File: config.mk
export PLATFORM = sky130hd
export DESIGN_NAME = rr_sticky_arbiter
export DESIGN_NICKNAME = d
export VERILOG_FILES = /design/src/rtl/noc_arb_pkg.sv /design/src/rtl/rr_pick.sv /design/src/rtl/rr_sticky_arbiter.sv
export SDC_FILE = /design/constraint.sdc
export NUM_CORES = 1
export LEC_CHECK = 0
export ABC_AREA = 1
export CORE_AREA = 4 4 63 65
export DETAILED_ROUTE_END_ITERATION = 16
export DIE_AREA = 0 0 67 69
export PLACE_DENSITY = 0.85
export SLEW_MARGIN = 20
export SYNTH_ARGS = -nofsm -noshare
export SYNTH_HDL_FRONTEND = slang
export SYNTH_SLANG_ARGS = --single-unit
File: constraint.sdc
create_clock -name clk -period 6.7 [get_ports clk]
set_input_delay 1.675 -clock clk [delete_from_list [all_inputs] [get_ports clk]]
set_output_delay 1.675 -clock clk [all_outputs]
set_load 0.02 [all_outputs]
File: src/rtl/noc_arb_pkg.sv
// Shared helpers for the NoC output-port arbiters: width derivation,
// one-hot/index conversion and the arbiter state encoding.
package noc_arb_pkg;

    localparam int ARB_MAX_N = 64;

    typedef enum logic {
        ARB_IDLE  = 1'b0,
        ARB_GRANT = 1'b1
    } arb_state_e;

    // Index/counter width that never collapses to zero bits.
    function automatic int clog2_min1(input int n);
        return (n > 1) ? $clog2(n) : 1;
    endfunction

    function automatic logic [ARB_MAX_N-1:0] idx2onehot(input int unsigned idx);
        logic [ARB_MAX_N-1:0] oh;
        oh = '0;
        oh[idx] = 1'b1;
        return oh;
    endfunction

    function automatic int unsigned onehot2idx(input logic [ARB_MAX_N-1:0] oh);
        int unsigned idx;
        idx = 0;
        for (int i = 0; i < ARB_MAX_N; i++) begin
            if (oh[i]) idx = i;
        end
        return idx;
    endfunction

endpackage

File: src/rtl/rr_pick.sv
// Combinational rotating-priority picker: first eligible requester at or after
// ptr (wrapping), returned as one-hot, binary index and an any flag.
module rr_pick
    import noc_arb_pkg::*;
#(
    parameter int N    = 5,
    parameter int ID_W = clog2_min1(N)
) (
    input  logic [N-1:0]    req,
    input  logic [N-1:0]    mask,
    input  logic [ID_W-1:0] ptr,
    output logic [N-1:0]    win_oh,
    output logic [ID_W-1:0] win_idx,
    output logic            any
);

    logic [N-1:0] elig;

    assign elig = req & mask;

    always_comb begin
        int j;
        win_oh  = '0;
        win_idx = '0;
        any     = 1'b0;
        j       = 0;
        for (int i = 0; i < N; i++) begin
            j = int'(ptr) + i;
            if (j >= N) j = j - N;
            if (!any && elig[j]) begin
                any        = 1'b1;
                win_idx    = ID_W'(j);
                win_oh[j]  = 1'b1;
            end
        end
    end

endmodule

File: src/rtl/rr_sticky_arbiter.sv
// Round-robin output-port arbiter with wormhole lock: the winner keeps the
// grant while it requests, optionally bounded by MAX_HOLD cycles.
module rr_sticky_arbiter
    import noc_arb_pkg::*;
#(
    parameter int N        = 5,
    parameter int MAX_HOLD = 0,
    parameter int ID_W     = clog2_min1(N),
    parameter int HOLD_W   = clog2_min1(MAX_HOLD)
) (
    input  logic            clk,
    input  logic            rst,
    input  logic [N-1:0]    req,
    output logic [N-1:0]    gnt,
    output logic            gnt_valid,
    output logic [ID_W-1:0] gnt_id
);

    localparam logic [HOLD_W-1:0] HOLD_LAST = HOLD_W'(MAX_HOLD > 0 ? MAX_HOLD - 1 : 0);
    localparam logic [ID_W-1:0]   LAST_ID   = ID_W'(N - 1);

    logic [N-1:0]      gnt_q, gnt_d;
    logic              gnt_valid_q, gnt_valid_d;
    logic [ID_W-1:0]   gnt_id_q, gnt_id_d;
    logic [ID_W-1:0]   ptr_q, ptr_d;
    logic [HOLD_W-1:0] hold_cnt_q, hold_cnt_d;

    logic [N-1:0]      pick_oh;
    logic [ID_W-1:0]   pick_idx;
    logic              pick_any;
    logic              holder_req;
    logic              at_limit;
    arb_state_e        state;

    assign state      = gnt_valid_q ? ARB_GRANT : ARB_IDLE;
    assign holder_req = |(req & gnt_q);
    assign at_limit   = (MAX_HOLD > 0) && (hold_cnt_q == HOLD_LAST);

    // Masking the current holder makes the pick "others only" at handover;
    // when idle gnt_q is zero so every requester is eligible.
    rr_pick #(
        .N    (N),
        .ID_W (ID_W)
    ) u_pick (
        .req     (req),
        .mask    (~gnt_q),
        .ptr     (ptr_q),
        .win_oh  (pick_oh),
        .win_idx (pick_idx),
        .any     (pick_any)
    );

    always_comb begin
        gnt_d       = gnt_q;
        gnt_valid_d = gnt_valid_q;
        gnt_id_d    = gnt_id_q;
        ptr_d       = ptr_q;
        hold_cnt_d  = hold_cnt_q;

        case (state)
            ARB_IDLE: begin
                if (pick_any) begin
                    gnt_d       = pick_oh;
                    gnt_valid_d = 1'b1;
                    gnt_id_d    = pick_idx;
                    ptr_d       = (pick_idx == LAST_ID) ? '0 : pick_idx + ID_W'(1);
                    hold_cnt_d  = '0;
                end
            end
            ARB_GRANT: begin
                if (holder_req && !at_limit) begin
                    if (hold_cnt_q != '1) hold_cnt_d = hold_cnt_q + HOLD_W'(1);
                end else if (pick_any) begin
                    // Direct handover, no idle bubble between packets.
                    gnt_d       = pick_oh;
                    gnt_valid_d = 1'b1;
                    gnt_id_d    = pick_idx;
                    ptr_d       = (pick_idx == LAST_ID) ? '0 : pick_idx + ID_W'(1);
                    hold_cnt_d  = '0;
                end else if (holder_req) begin
                    // Limit reached but nobody else wants the port: restart the window.
                    hold_cnt_d = '0;
                end else begin
                    gnt_d       = '0;
                    gnt_valid_d = 1'b0;
                    gnt_id_d    = '0;
                    hold_cnt_d  = '0;
                end
            end
            default: begin
                gnt_d       = '0;
                gnt_valid_d = 1'b0;
                gnt_id_d    = '0;
                hold_cnt_d  = '0;
            end
        endcase
    end

    always_ff @(posedge clk or posedge rst) begin
        if (rst) begin
            gnt_q       <= '0;
            gnt_valid_q <= 1'b0;
            gnt_id_q    <= '0;
            ptr_q       <= '0;
            hold_cnt_q  <= '0;
        end else begin
            gnt_q       <= gnt_d;
            gnt_valid_q <= gnt_valid_d;
            gnt_id_q    <= gnt_id_d;
            ptr_q       <= ptr_d;
            hold_cnt_q  <= hold_cnt_d;
        end
    end

    assign gnt       = gnt_q;
    assign gnt_valid = gnt_valid_q;
    assign gnt_id    = gnt_id_q;

endmodule
==> out/metrics.yaml <==
status: "completed"
synth_edf_count: 0
synth.distinct_cells: 39
antenna_found_initial: 0
postCtsSetupRepairBufs: 0
synth_warnings: 0
grt_pass1_vias: 2244
postSynthCellCount: 345
dr.pass1.iters: 5
num_antenna_cells: 0
synth_area_leader_cell: "nand2_1"
hold-path-cell-count: 2
worstSkewPairLatency_ns: 0.28
fin_worst_skew_ns: 0.00195
rsz0062_at_grt: "no"
synth_area_per_cell_um2: 6.22
clock-sinks: 12
fillerInstances: 311
wl_um: 6080
cp.required_ns: 6.92
place_inst: 402
dieArea_um2: 4620
seq_area_um2: 300
numCtsBuffers: 3
grt-ovfl-total: 0
cts_root_buf: "clkbuf_4"
cap_violations: 0
r2r_start: "ptr_q[0]"
reg2reg_depth: 20
grt_max_degree: 17
cts-htree-levels: 1
hp-start: "gnt_id[2]"
fin_cells: 406
max_freq_ghz: 0.251
cp_max_fo: 9
final.period_utilization_pct: 59.6
start_util_pct: 64.3
synthTopCellsByCount: "101 x nand2_1, 41 x inv_1, 33 x nand3_1"
core_um2: 3340
clk_pin_slew_ns: 0.08
grt_pass1_wl_um: 10200
hold_violations: 0
worstMarginPinSlew_ns: 0.627
io_pins: 16
cts_buffer_depth: 2
synthesis.area_um2: 2140
post_cts_resized: 0
synth_nets: 374
utilization_pct: 70.7
fin_setup_tns_ns: 0
relSlewSlack_pct: 58.2
cp.arrival_ns: 4.21
hold_buffers: 0
finalCriticalPeriod_ns: 3.99
initialDrtViolationCount: 251
vias_per_cell: 5.83
setup_viol: 0
synth_area_leaders: "nand2_1 18%, dfrtp_1 14%, ha_1 12%, nand3_1 7.7%, inv_1 7.2%"
seq_area_frac_synth_pct: 14.0
hold_end: "gnt_id[2]"
synthFlopType: "dfrtp_1"
holdCritPathClass: "reg2reg"
grt_util_all_layers_pct: 28.0
place_congestion: 1.01
wl_per_cell_um: 15.0
async_flop_share_pct: 100
vias: 2365
worstSetupStartpointType: "primary input"
crit_path_end_kind: "register"
fp.dieW_um: 67
portBuffers: 15
r2r_slack_ns: 2.75
syn_to_final_growth_pct: 10.0
yosysMostFrequentCell: "nand2_1"
r2r_end: "ptr_q[2]"
core.rowCount: 21
yosys.area.top_type_share_pct: 17.7
design_area_um2: 2360
drv_slew: 0
die_h_um: 69
drcViolationCount: 0
crit_type: "in2reg"
drive_gt1_share_pct: 11.9
place_area_um2: 2320
drt.antenna.violating_nets: 0
dp_hpwl_um: 5010
ys_ff_latch: 12
nets: 390
multi_input_area_um2: 1630
cts_tree: "done"
state kept, by name, summed over array words and instances, names as in the netlist:
register	cells
gnt	5
gnt_id	3
ptr_q	3
gnt_valid	1
cell type report:
cell class,instances,share of cell area [%]
Clock buffer,4,1.54
Inverter,50,7.95
Multi-Input combinational cell,279,69.0
Sequential cell,12,12.7
Tap cell,46,2.44
Timing Repair Buffer,15,6.36
worst max-delay path by stage:
stage                     slack (ns)       end      from  cells after the start
after floorplan                 3.32  ptr_q[2]    req[2]                     17
after detailed placement        2.44  ptr_q[2]    req[2]                     19
final                           2.71  ptr_q[2]    req[2]                     17
after global placement          2.53  ptr_q[2]    req[2]                     19
after global routing            2.44  ptr_q[2]  ptr_q[0]                     20
after CTS                       2.74  ptr_q[2]    req[2]                     19
placed cells by master, fill, tap and decap left out, types with 11 or more instances in the layout:
| master | netlist | routed |
|---|---|---|
| clkdlybuf4s50_1 | 0 | 15 |
| dfrtp_1 | 12 | 12 |
| ha_1 | 21 | 21 |
| inv_1 | 41 | 41 |
| nand2_1 | 101 | 101 |
| nand3_1 | 33 | 33 |
| nand4_1 | 11 | 11 |
| nor2_1 | 30 | 30 |
| o21ai_0 | 12 | 12 |
| o21ai_1 | 12 | 12 |
through the flow:
| step | hold slack, ns | setup WS [ns] |
|---|---|---|
| 2_1_floorplan | 0.594 | 3.32 |
| 3_3_place_gp | 0.487 | 2.53 |
| 3_5_place_dp | 0.488 | 2.44 |
| 4_1_cts | 0.511 | 2.74 |
| 5_1_grt | 0.550 | 2.44 |
| 6_report | 0.513 | 2.71 |
cells by family (layout without fill, tap and decap cells):
family	after synthesis	count (layout)	synth area share, %
AOI/OAI and AO/OA	47	47	14.1
xor gates and xnor gates	3	3	1.58
adders and majority gates	22	22	13.2
buffers and inverters	54	69	10.1
DFF	12	12	14.0
and+or+nand+nor	207	207	47.0
per-layer routing:
| layer | part of all wire (%) | global-route usage [%] | vias up | wire [um] |
|---|---|---|---|---|
| met4 | 4.3 | 13.7 | 0 | 259 |
| met1 | 43 | 37.6 | 1075 | 2620 |
| li1 | - | - | 1162 | - |
| met3 | 5.1 | 2.60 | 28 | 308 |
| met2 | 47 | 43.9 | 100 | 2880 |
| met5 | 0 | 0 | - | 0 |
critical path, cell delays in order:
cell and delay [ns]:
clkdlybuf4s50_1 0.48, inv_1 0.05, nor2_1 0.28, nand2_1 0.09
nand3_1 0.14, nand3_4 0.15, nand2_1 0.16, inv_1 0.10
nand2_1 0.07, o211ai_1 0.13, nor3_2 0.28, inv_1 0.08
ha_1 0.21, nand3b_1 0.15, nand2_1 0.07, nand2_1 0.05
nand2_1 0.05
Power is left out: the tool's default activity adds up to more than one toggle a clock period on the data nets, which glitch-free logic cannot reach.
